--- src/rtl/mem_port_arbiter_if.sv ---
// ---------------------------------------------------------------------------
// mem_port_arbiter_if : requester, bus and stall signals of the memory port arbiter
// Revision 1.0
// ---------------------------------------------------------------------------
`default_nettype none

interface mem_port_arbiter_if #(
  parameter int ADDR_W = 32,
  parameter int DATA_W = 32
);
  logic              flush;
  logic              if_req;
  logic [ADDR_W-1:0] if_addr;
  logic [DATA_W-1:0] if_rdata;
  logic              if_ready;
  logic              mem_req;
  logic              mem_we;
  logic [3:0]        mem_sel;
  logic [ADDR_W-1:0] mem_addr;
  logic [DATA_W-1:0] mem_wdata;
  logic [DATA_W-1:0] mem_rdata;
  logic              mem_ready;
  logic              bus_req;
  logic              bus_we;
  logic [3:0]        bus_sel;
  logic [ADDR_W-1:0] bus_addr;
  logic [DATA_W-1:0] bus_wdata;
  logic [DATA_W-1:0] bus_rdata;
  logic              bus_ack;
  logic              stallreq_if;
  logic              stallreq_mem;
  logic              timeout_err;

  // Arbiter view
  modport slave (
    input  flush, if_req, if_addr, mem_req, mem_we, mem_sel, mem_addr, mem_wdata,
           bus_rdata, bus_ack,
    output if_rdata, if_ready, mem_rdata, mem_ready, bus_req, bus_we, bus_sel,
           bus_addr, bus_wdata, stallreq_if, stallreq_mem, timeout_err
  );

  // Pipeline and external memory view
  modport master (
    output flush, if_req, if_addr, mem_req, mem_we, mem_sel, mem_addr, mem_wdata,
           bus_rdata, bus_ack,
    input  if_rdata, if_ready, mem_rdata, mem_ready, bus_req, bus_we, bus_sel,
           bus_addr, bus_wdata, stallreq_if, stallreq_mem, timeout_err
  );
endinterface

`default_nettype wire

--- src/rtl/mem_port_arbiter.sv ---
// ---------------------------------------------------------------------------
// mem_port_arbiter : shares one memory bus between fetch (IF) and data (MEM)
// Revision 1.0
// ---------------------------------------------------------------------------
`default_nettype none

module mem_port_arbiter #(
  parameter int ADDR_W  = 32,
  parameter int DATA_W  = 32,
  parameter int TIMEOUT = 1023
) (
  input  logic                 clk,
  input  logic                 rst,
  mem_port_arbiter_if.slave    port
);

  localparam int CNT_W = $clog2(TIMEOUT + 1);

  typedef enum logic [1:0] {
    IDLE     = 2'd0,
    MEM_BUSY = 2'd1,
    IF_BUSY  = 2'd2,
    IF_DRAIN = 2'd3
  } state_t;

  state_t            state, state_next;
  logic              bus_req, bus_req_next;
  logic              bus_we, bus_we_next;
  logic [3:0]        bus_sel, bus_sel_next;
  logic [ADDR_W-1:0] bus_addr, bus_addr_next;
  logic [DATA_W-1:0] bus_wdata, bus_wdata_next;
  logic [DATA_W-1:0] if_rdata, if_rdata_next;
  logic [DATA_W-1:0] mem_rdata, mem_rdata_next;
  logic              if_ready, if_ready_next;
  logic              mem_ready, mem_ready_next;
  logic              timeout_err, timeout_err_next;
  logic [CNT_W-1:0]  count, count_next;

  logic             ack;
  logic [CNT_W-1:0] count_inc;
  logic             timed_out;
  logic             mem_eligible;
  logic             if_eligible;

  assign ack       = port.bus_ack & bus_req;
  assign count_inc = count + 1'b1;
  assign timed_out = (count_inc == CNT_W'(TIMEOUT));

  // A requester whose ready is showing this cycle still holds its request;
  // masking it here keeps that stale request from being granted again.
  assign mem_eligible = port.mem_req & ~mem_ready;
  assign if_eligible  = port.if_req & ~port.flush & ~if_ready;

  always_comb begin
    state_next       = state;
    bus_req_next     = bus_req;
    bus_we_next      = bus_we;
    bus_sel_next     = bus_sel;
    bus_addr_next    = bus_addr;
    bus_wdata_next   = bus_wdata;
    if_rdata_next    = if_rdata;
    mem_rdata_next   = mem_rdata;
    if_ready_next    = 1'b0;
    mem_ready_next   = 1'b0;
    timeout_err_next = 1'b0;
    count_next       = count;

    case (state)
      IDLE: begin
        if (mem_eligible) begin
          bus_req_next   = 1'b1;
          bus_we_next    = port.mem_we;
          bus_sel_next   = port.mem_sel;
          bus_addr_next  = port.mem_addr;
          bus_wdata_next = port.mem_wdata;
          count_next     = '0;
          state_next     = MEM_BUSY;
        end else if (if_eligible) begin
          bus_req_next   = 1'b1;
          bus_we_next    = 1'b0;
          bus_sel_next   = 4'hF;
          bus_addr_next  = port.if_addr;
          count_next     = '0;
          state_next     = IF_BUSY;
        end
      end

      MEM_BUSY: begin
        if (ack) begin
          bus_req_next   = 1'b0;
          mem_rdata_next = bus_we ? '0 : port.bus_rdata;
          mem_ready_next = 1'b1;
          state_next     = IDLE;
        end else if (timed_out) begin
          bus_req_next     = 1'b0;
          mem_rdata_next   = '0;
          mem_ready_next   = 1'b1;
          timeout_err_next = 1'b1;
          count_next       = count_inc;
          state_next       = IDLE;
        end else begin
          count_next = count_inc;
        end
      end

      IF_BUSY: begin
        if (ack) begin
          bus_req_next = 1'b0;
          state_next   = IDLE;
          if (!port.flush) begin
            if_rdata_next = port.bus_rdata;
            if_ready_next = 1'b1;
          end
        end else if (timed_out) begin
          bus_req_next = 1'b0;
          count_next   = count_inc;
          state_next   = IDLE;
          if (!port.flush) begin
            if_rdata_next    = '0;
            if_ready_next    = 1'b1;
            timeout_err_next = 1'b1;
          end
        end else begin
          count_next = count_inc;
          if (port.flush) begin
            state_next = IF_DRAIN;
          end
        end
      end

      IF_DRAIN: begin
        // The cancelled fetch must still finish on the bus; its data is dropped.
        if (ack || timed_out) begin
          bus_req_next = 1'b0;
          count_next   = count_inc;
          state_next   = IDLE;
        end else begin
          count_next = count_inc;
        end
      end

      default: begin
        bus_req_next = 1'b0;
        state_next   = IDLE;
      end
    endcase
  end

  always_ff @(posedge clk) begin
    if (rst) begin
      state       <= IDLE;
      bus_req     <= 1'b0;
      bus_we      <= 1'b0;
      bus_sel     <= 4'h0;
      bus_addr    <= '0;
      bus_wdata   <= '0;
      if_rdata    <= '0;
      mem_rdata   <= '0;
      if_ready    <= 1'b0;
      mem_ready   <= 1'b0;
      timeout_err <= 1'b0;
      count       <= '0;
    end else begin
      state       <= state_next;
      bus_req     <= bus_req_next;
      bus_we      <= bus_we_next;
      bus_sel     <= bus_sel_next;
      bus_addr    <= bus_addr_next;
      bus_wdata   <= bus_wdata_next;
      if_rdata    <= if_rdata_next;
      mem_rdata   <= mem_rdata_next;
      if_ready    <= if_ready_next;
      mem_ready   <= mem_ready_next;
      timeout_err <= timeout_err_next;
      count       <= count_next;
    end
  end

  assign port.bus_req      = bus_req;
  assign port.bus_we       = bus_we;
  assign port.bus_sel      = bus_sel;
  assign port.bus_addr     = bus_addr;
  assign port.bus_wdata    = bus_wdata;
  assign port.if_rdata     = if_rdata;
  assign port.mem_rdata    = mem_rdata;
  assign port.if_ready     = if_ready;
  assign port.mem_ready    = mem_ready;
  assign port.timeout_err  = timeout_err;
  assign port.stallreq_if  = port.if_req & ~if_ready & ~port.flush;
  assign port.stallreq_mem = port.mem_req & ~mem_ready;

endmodule

`default_nettype wire

--- src/flat_wrapper.sv ---
// flat-port wrapper written by rule: the top's interface ports become plain ports
module mem_port_arbiter_flat 
#(
  parameter int ADDR_W  = 32,
  parameter int DATA_W  = 32,
  parameter int TIMEOUT = 1023
)
  (clk, rst, port_flush, port_if_req, port_if_addr, port_mem_req, port_mem_we, port_mem_sel, port_mem_addr, port_mem_wdata, port_bus_rdata, port_bus_ack, port_if_rdata, port_if_ready, port_mem_rdata, port_mem_ready, port_bus_req, port_bus_we, port_bus_sel, port_bus_addr, port_bus_wdata, port_stallreq_if, port_stallreq_mem, port_timeout_err);
  mem_port_arbiter_if #(.ADDR_W(ADDR_W), .DATA_W(DATA_W)) port_i ();
  input  logic clk;
  input  logic rst;
  input wire logic [$bits(port_i.flush)-1:0] port_flush;
  input wire logic [$bits(port_i.if_req)-1:0] port_if_req;
  input wire logic [$bits(port_i.if_addr)-1:0] port_if_addr;
  input wire logic [$bits(port_i.mem_req)-1:0] port_mem_req;
  input wire logic [$bits(port_i.mem_we)-1:0] port_mem_we;
  input wire logic [$bits(port_i.mem_sel)-1:0] port_mem_sel;
  input wire logic [$bits(port_i.mem_addr)-1:0] port_mem_addr;
  input wire logic [$bits(port_i.mem_wdata)-1:0] port_mem_wdata;
  input wire logic [$bits(port_i.bus_rdata)-1:0] port_bus_rdata;
  input wire logic [$bits(port_i.bus_ack)-1:0] port_bus_ack;
  output wire logic [$bits(port_i.if_rdata)-1:0] port_if_rdata;
  output wire logic [$bits(port_i.if_ready)-1:0] port_if_ready;
  output wire logic [$bits(port_i.mem_rdata)-1:0] port_mem_rdata;
  output wire logic [$bits(port_i.mem_ready)-1:0] port_mem_ready;
  output wire logic [$bits(port_i.bus_req)-1:0] port_bus_req;
  output wire logic [$bits(port_i.bus_we)-1:0] port_bus_we;
  output wire logic [$bits(port_i.bus_sel)-1:0] port_bus_sel;
  output wire logic [$bits(port_i.bus_addr)-1:0] port_bus_addr;
  output wire logic [$bits(port_i.bus_wdata)-1:0] port_bus_wdata;
  output wire logic [$bits(port_i.stallreq_if)-1:0] port_stallreq_if;
  output wire logic [$bits(port_i.stallreq_mem)-1:0] port_stallreq_mem;
  output wire logic [$bits(port_i.timeout_err)-1:0] port_timeout_err;
  assign port_i.flush = port_flush;
  assign port_i.if_req = port_if_req;
  assign port_i.if_addr = port_if_addr;
  assign port_i.mem_req = port_mem_req;
  assign port_i.mem_we = port_mem_we;
  assign port_i.mem_sel = port_mem_sel;
  assign port_i.mem_addr = port_mem_addr;
  assign port_i.mem_wdata = port_mem_wdata;
  assign port_i.bus_rdata = port_bus_rdata;
  assign port_i.bus_ack = port_bus_ack;
  assign port_if_rdata = port_i.if_rdata;
  assign port_if_ready = port_i.if_ready;
  assign port_mem_rdata = port_i.mem_rdata;
  assign port_mem_ready = port_i.mem_ready;
  assign port_bus_req = port_i.bus_req;
  assign port_bus_we = port_i.bus_we;
  assign port_bus_sel = port_i.bus_sel;
  assign port_bus_addr = port_i.bus_addr;
  assign port_bus_wdata = port_i.bus_wdata;
  assign port_stallreq_if = port_i.stallreq_if;
  assign port_stallreq_mem = port_i.stallreq_mem;
  assign port_timeout_err = port_i.timeout_err;
  mem_port_arbiter #(.ADDR_W(ADDR_W), .DATA_W(DATA_W), .TIMEOUT(TIMEOUT)) u_core (.clk(clk), .rst(rst), .port(port_i));
endmodule
--- config.mk ---
export PLATFORM = sky130hd
export DESIGN_NAME = mem_port_arbiter_flat
export DESIGN_NICKNAME = d
export VERILOG_FILES = /design/src/rtl/mem_port_arbiter_if.sv /design/src/rtl/mem_port_arbiter.sv /design/src/flat_wrapper.sv
export SDC_FILE = /design/constraint.sdc
export NUM_CORES = 1
export LEC_CHECK = 0
export CAP_MARGIN = 15
export CORE_MARGIN = 5
export CORE_UTILIZATION = 41
export CTS_CLUSTER_DIAMETER = 120
export DETAILED_ROUTE_END_ITERATION = 16
export HOLD_SLACK_MARGIN = 0.03
export PLACE_DENSITY = 0.78
export SLEW_MARGIN = 10
export SYNTH_ARGS = -nofsm -noshare
export SYNTH_HDL_FRONTEND = slang
export SYNTH_SLANG_ARGS = --single-unit
--- constraint.sdc ---
create_clock -name clk -period 2.15 [get_ports clk]
set_input_delay 0.43 -clock clk [delete_from_list [all_inputs] [get_ports clk]]
set_output_delay 0.43 -clock clk [all_outputs]
set_load 0.02 [all_outputs]
Word-level counts from Yosys, hierarchy flattened
Index checks and enable logic that the tools add are counted.
Widths: inputs -> output; s select.
Word-level totals
  word-level logic and storage cells: 90
  flip-flop bits (word level): 149
Operators by class
  bitwise gates (word level): 11
  reductions and logical operators: 14
  $add $sub $neg: 1
  muxes and demuxes: 40
  eq/ne operators: 12
Operators by type and width (number)
  $mux 32: 9
  $mux 10: 3
  $pmux 10 s3: 1
  $mux 2: 8
  $mux 1: 14
  $add 10x1->10 const B: 1
  $eq 10x10->1 const B: 1
  $mux 4: 2
  $pmux 2 s4: 1
  $reduce_and 2->1: 4
  $reduce_and 4->1: 2
  $and 1x1->1: 6
  $ne 2x2->1 const B: 3
  $ne 3x1->1 const B: 2
  $reduce_or 2->1: 3
  $not 1->1: 5
  $eq 2x2->1 const B: 2
  $ne 4x2->1 const B: 1
  $reduce_bool 2->1: 2
  $ne 3x2->1 const B: 1
  $pmux 1 s3: 1
  $reduce_and 3->1: 1
  $eq 2x1->1 const B: 1
  $logic_not 2->1: 1
  3 further kinds: 3

Longest topological paths before layout
Gate-level depths: netlist of run 1.
  word-level depth: 6
  depth in mapped cells: 10
  mapped depth without buffers: 8

Worst setup path before layout of run 1
OpenSTA, ideal clock, no wires.
  path kind: input port to flip-flop
  start: input port_flush
  end: register u_core.count[2]
  library setup time: 65 ps
  setup slack: -125 ps
  cell stages on the path: 7
  required time: 2085 ps
  arrival: 2210 ps
  cell sequence: nor3b_1 > o32ai_1 > clkbuf_1 > or3b_2 > a21oi_1 > a21oi_1 > nor2_1
Between the ends
  word-level cells in the longest chain between the ends: 5
Ends and longest elaborated chain
  start, declared: RTL line flat_wrapper.sv:12  | input wire logic [$bits(port_i.flush)-1:0] port_flush;
  $not 1->1: RTL line mem_port_arbiter.sv:52  | assign if_eligible = port.if_req & ~port.flush & ~if_ready;
  $and 1x1->1 (2 in a row): RTL line mem_port_arbiter.sv:52
  $ne 3x2->1 (no line)
  $reduce_and 2->1 (no line)
  end signal, assigned: RTL line mem_port_arbiter.sv:175  | count <= count_next;
  end, declared: RTL line mem_port_arbiter.sv:37  | logic [CNT_W-1:0] count, count_next;
No other way between the ends.
A chain may end at the register's enable or synchronous reset.

Final worst setup path of run 1
  start: input port_mem_req
  end: output port_stallreq_mem
Between the ends
  word-level cells in the longest chain between the ends: 1
Ends and longest elaborated chain
  start, declared: RTL line flat_wrapper.sv:15  | input wire logic [$bits(port_i.mem_req)-1:0] port_mem_req;
  $and 1x1->1: RTL line mem_port_arbiter.sv:190  | assign port.stallreq_mem = port.mem_req & ~mem_ready;
  end, declared: RTL line flat_wrapper.sv:32  | output wire logic [$bits(port_i.stallreq_mem)-1:0] port_stallreq_mem;
No other way between the ends.

==> impl_metrics.env, run 1 <==
export IMPL_rsz0062_at_grt="false"
export IMPL_design_core_area_um2=13830
export IMPL_p_leak_nw=3.557
export IMPL_numPlacedInstances=1073
export IMPL_floorplan_die_height_um=128.6
export IMPL_max_freq_mhz=477.4
export IMPL_critPathMaxStageDelay_ns=0.45
export IMPL_globalRouteMet1Util=0.2533
export IMPL_start_kind="primary input"
export IMPL_worst_margin_slew_ns=0.5316
export IMPL_n_fill_cell=1132
export IMPL_die_width_um=128.6
export IMPL_crit_path_end_kind="primary output"
export IMPL_drv_max_cap_violation_count=0
export IMPL_critical_path_slowest_cell="sky130_fd_sc_hd__clkdlybuf4s50_1"
export IMPL_grt_met3_usage=0.08800
export IMPL_synth_seq_cells=149
export IMPL_tritoncts_num_sinks=149
export IMPL_num_vias=5669
export IMPL_grt_usage=0.2148
export IMPL_yosysTopAreaCell="sky130_fd_sc_hd__dfxtp_1"
export IMPL_io_buffers=277
export IMPL_required_ns=1.72
export IMPL_period_needed_ns=2.095
export IMPL_final_antenna_net_count=0
export IMPL_gr_usage_met2=0.3583
export IMPL_clockRootBuffer="sky130_fd_sc_hd__clkbuf_16"
export IMPL_start_util=0.4169
export IMPL_fp_dieArea_um2=16530
export IMPL_ys_seq_area_frac=0.5175
export IMPL_final_setup_skew_ns=0.008570
export IMPL_timing_final_hold_violations=0
export IMPL_commonest_cells_in_the_netlist="sky130_fd_sc_hd__dfxtp_1, sky130_fd_sc_hd__nand2_1, sky130_fd_sc_hd__a21oi_1"
export IMPL_vias_in_the_first_global_route=5334
export IMPL_crit_top_cell="sky130_fd_sc_hd__buf_4"
export IMPL_crit_chain="clkdlybuf4s50_1 -> nor2b_4 -> buf_4 -> buf_12 -> buf_4"
export IMPL_insertion_delay_of_the_later_clocked_pin_in_the_worst_skew_pair_ns=0.41
export IMPL_synth_most_common_cell="sky130_fd_sc_hd__dfxtp_1"
export IMPL_synth_area_top_cells="sky130_fd_sc_hd__dfxtp_1, sky130_fd_sc_hd__nand2_1, sky130_fd_sc_hd__a21oi_1, sky130_fd_sc_hd__mux2i_1, sky130_fd_sc_hd__a22o_1"
export IMPL_dpl_cell_area_um2=8861
export IMPL_max_fanout_on_critical_path=34
export IMPL_globalRoute_busiestLayer="met2"
export IMPL_final_core_utilization=0.6838
export IMPL_final_cell_count_no_fill=1104
export IMPL_synth_warnings=0
export IMPL_detailed_route_drc_error_count=0
export IMPL_powerDensity_nw_per_um2=1042
export IMPL_antenna_diode_count=0
export IMPL_final_area_um2=9455
export IMPL_multi_input_comb_area_um2=2552
export IMPL_critical_path_class="in -> out"
export IMPL_synth_main_ff_cell="sky130_fd_sc_hd__dfxtp_1"
export IMPL_worst_setup_hold_path_clk_slew_ns=0.06
export IMPL_relSlewSlack=0.6456
export IMPL_synth_area_per_cell_um2=9.007
export IMPL_fin_tns_setup_ns=0
export IMPL_cts_tree="built"
export IMPL_post_synth_design_cell_area_um2=5764
export IMPL_first_iter_violations=297
export IMPL_run_status="finished, final reports clean"
export IMPL_netlist_area_leader_share=0.5175
export IMPL_synth_edff_count=0
export IMPL_io_count=278
export IMPL_regArea_um2=2983
export IMPL_grt_first_pass_wirelength_um=28110
export IMPL_synth_net_count=786
export IMPL_cpLargestDelayFamily="buffers and inverters"
export IMPL_layout_nets=1058
export IMPL_number_of_clock_buffers_inserted_by_tritoncts=17
export IMPL_drt_total_wl_um=18440
export IMPL_global_route_overflow_total=0
export IMPL_slew_violations=0
export IMPL_syn_to_final_growth_pct=64.03
export IMPL_cts_path_max_buffers=2
export IMPL_finalSetupViolCount=0
export IMPL_critPathBufInv=4
export IMPL_drt_pass1_iter_count=4
export IMPL_synth_cells=640
export IMPL_vdd_drop_max_uv=678.3
export IMPL_cp_arrival_ns=1.66
export IMPL_globalplace_congestion=0.8083
export IMPL_async_reset_ff_frac=0
export IMPL_finalCritPeriodShare=0.9742
export IMPL_min_delay_path_class="reg -> reg"
export IMPL_cts_htree_levels=4
export IMPL_antenna_found_initial=0
export IMPL_netlist_cell_type_count=39
export IMPL_post_drt_wl_per_cell_um=16.70
export IMPL_fp_row_count=43
export IMPL_route_detailed_vias_per_inst=5.135
export IMPL_layout_cell_share_with_drive_strength_beyond_1=0.08117
export IMPL_place_detailed_hpwl_um=13150
export IMPL_grt_max_degree=110
cells in the final DEF, fill, tap and decap left out, types with 2 or more instances in the layout:
| cell type | instances |
|---|---|
| sky130_fd_sc_hd__nor3_1 | 10 |
| sky130_fd_sc_hd__xnor2_1 | 2 |
| sky130_fd_sc_hd__clkinv_4 | 2 |
| sky130_fd_sc_hd__o21ai_0 | 36 |
| sky130_fd_sc_hd__ha_1 | 7 |
| sky130_fd_sc_hd__clkinv_2 | 3 |
| sky130_fd_sc_hd__buf_4 | 22 |
| sky130_fd_sc_hd__clkbuf_1 | 2 |
| sky130_fd_sc_hd__and2_1 | 4 |
| sky130_fd_sc_hd__a22o_1 | 32 |
| sky130_fd_sc_hd__inv_1 | 7 |
| sky130_fd_sc_hd__nand2b_1 | 2 |
| sky130_fd_sc_hd__inv_6 | 2 |
| sky130_fd_sc_hd__clkbuf_16 | 17 |
| sky130_fd_sc_hd__a32o_1 | 2 |
| sky130_fd_sc_hd__a21oi_1 | 80 |
| sky130_fd_sc_hd__nor2_1 | 43 |
| sky130_fd_sc_hd__and3_1 | 2 |
| sky130_fd_sc_hd__or4_1 | 2 |
| sky130_fd_sc_hd__a2bb2oi_1 | 4 |
| sky130_fd_sc_hd__dfxtp_1 | 149 |
| sky130_fd_sc_hd__mux2i_1 | 33 |
| sky130_fd_sc_hd__nand2_1 | 110 |
| sky130_fd_sc_hd__a211oi_1 | 34 |
| sky130_fd_sc_hd__nor2_2 | 2 |
| sky130_fd_sc_hd__buf_12 | 8 |
| sky130_fd_sc_hd__clkinvlp_4 | 2 |
| sky130_fd_sc_hd__a221oi_1 | 2 |
| sky130_fd_sc_hd__o221a_2 | 4 |
| sky130_fd_sc_hd__nand3_1 | 6 |
| sky130_fd_sc_hd__bufinv_16 | 3 |
| sky130_fd_sc_hd__clkdlybuf4s50_1 | 274 |
layer usage:
metal  vias up  wire [um]
li1       2796          -
met1      2616       7498
met2       232       8708
met3        25       1911
met4         0        323
met5         -          0
stage by stage:
step	total power, W	worst slack (ns)	hold WS [ns]
after floorplan	0.005336	0.1720	0.4780
after global placement	0.006921	-0.08712	0.4406
after detailed placement	0.006978	-0.1368	0.4464
after CTS	0.009963	0.05184	0.4537
after global routing	0.01038	0.009447	0.4645
final	0.009856	0.05541	0.4509
report_power, final:
part           switching, W  internal (W)
registers          0.000207       0.00318
clock network       0.00113       0.00182
logic               0.00189       0.00163
total               0.00322       0.00663
tightest hold or removal path, stage by stage (launching register included):
cell and delay, ns:
sky130_fd_sc_hd__dfxtp_1 0.31, sky130_fd_sc_hd__nand2_1 0.05, sky130_fd_sc_hd__a21oi_1 0.05
registers in the layout (all words and copies together) (netlist names), 2 cells and up:
register and flops:
u_core.port.bus_addr 32, u_core.count 10, u_core.port.bus_sel 4, u_core.port.bus_wdata 32
u_core.port.mem_rdata 32, u_core.state 2, u_core.port.if_rdata 32
cell families (layout without fill, tap and decap cells):
kind of cell               count (synthesis)  in the layout  share of synthesized area
adders and majority gates                  7              7                    0.01519
buffers and inverters                     60            344                    0.04753
xor gates and xnor gates                   2              2                   0.003039
and+or+nand+nor                          189            189                     0.1357
muxes                                     33             33                    0.05730
DFF                                      149            149                     0.5175
AOI/OAI and AO/OA                        200            200                     0.2238
path summary, 6_finish.rpt:
kind	cells past startpoint	to	slack, ns	start
min reg2reg	2	u_core.port.bus_wdata[10]	0.45	u_core.port.bus_wdata[10]
min	2	u_core.port.bus_wdata[10]	0.45	u_core.port.bus_wdata[10]
max	5	port_stallreq_mem	0.06	port_mem_req
max reg2reg	8	u_core.port.mem_rdata[30]	0.11	u_core.count[0]
cell type report:
| type | count | share of cell area |
|---|---|---|
| Clock buffer | 19 | 0.04579 |
| Timing Repair Buffer | 305 | 0.3254 |
| Clock inverter | 12 | 0.01641 |
| Sequential cell | 149 | 0.3155 |
| Inverter | 8 | 0.003176 |
| Multi-Input combinational cell | 431 | 0.2699 |
| Tap cell | 180 | 0.02382 |
repair_timing:
action                                  CTS  global route
buffers inserted                          0             0
resized for setup                         1             1
endpoints found under the setup margin    1            21
hold buffers                              0             0
Power figures use the tool's default switching activity.
==> run 2, diff against run 1 <==
CTS_CLUSTER_SIZE = 8   (was unset)
==> results of run 2 <==
Same layout as run 1: the final DEF is identical, and so are final timing and power.
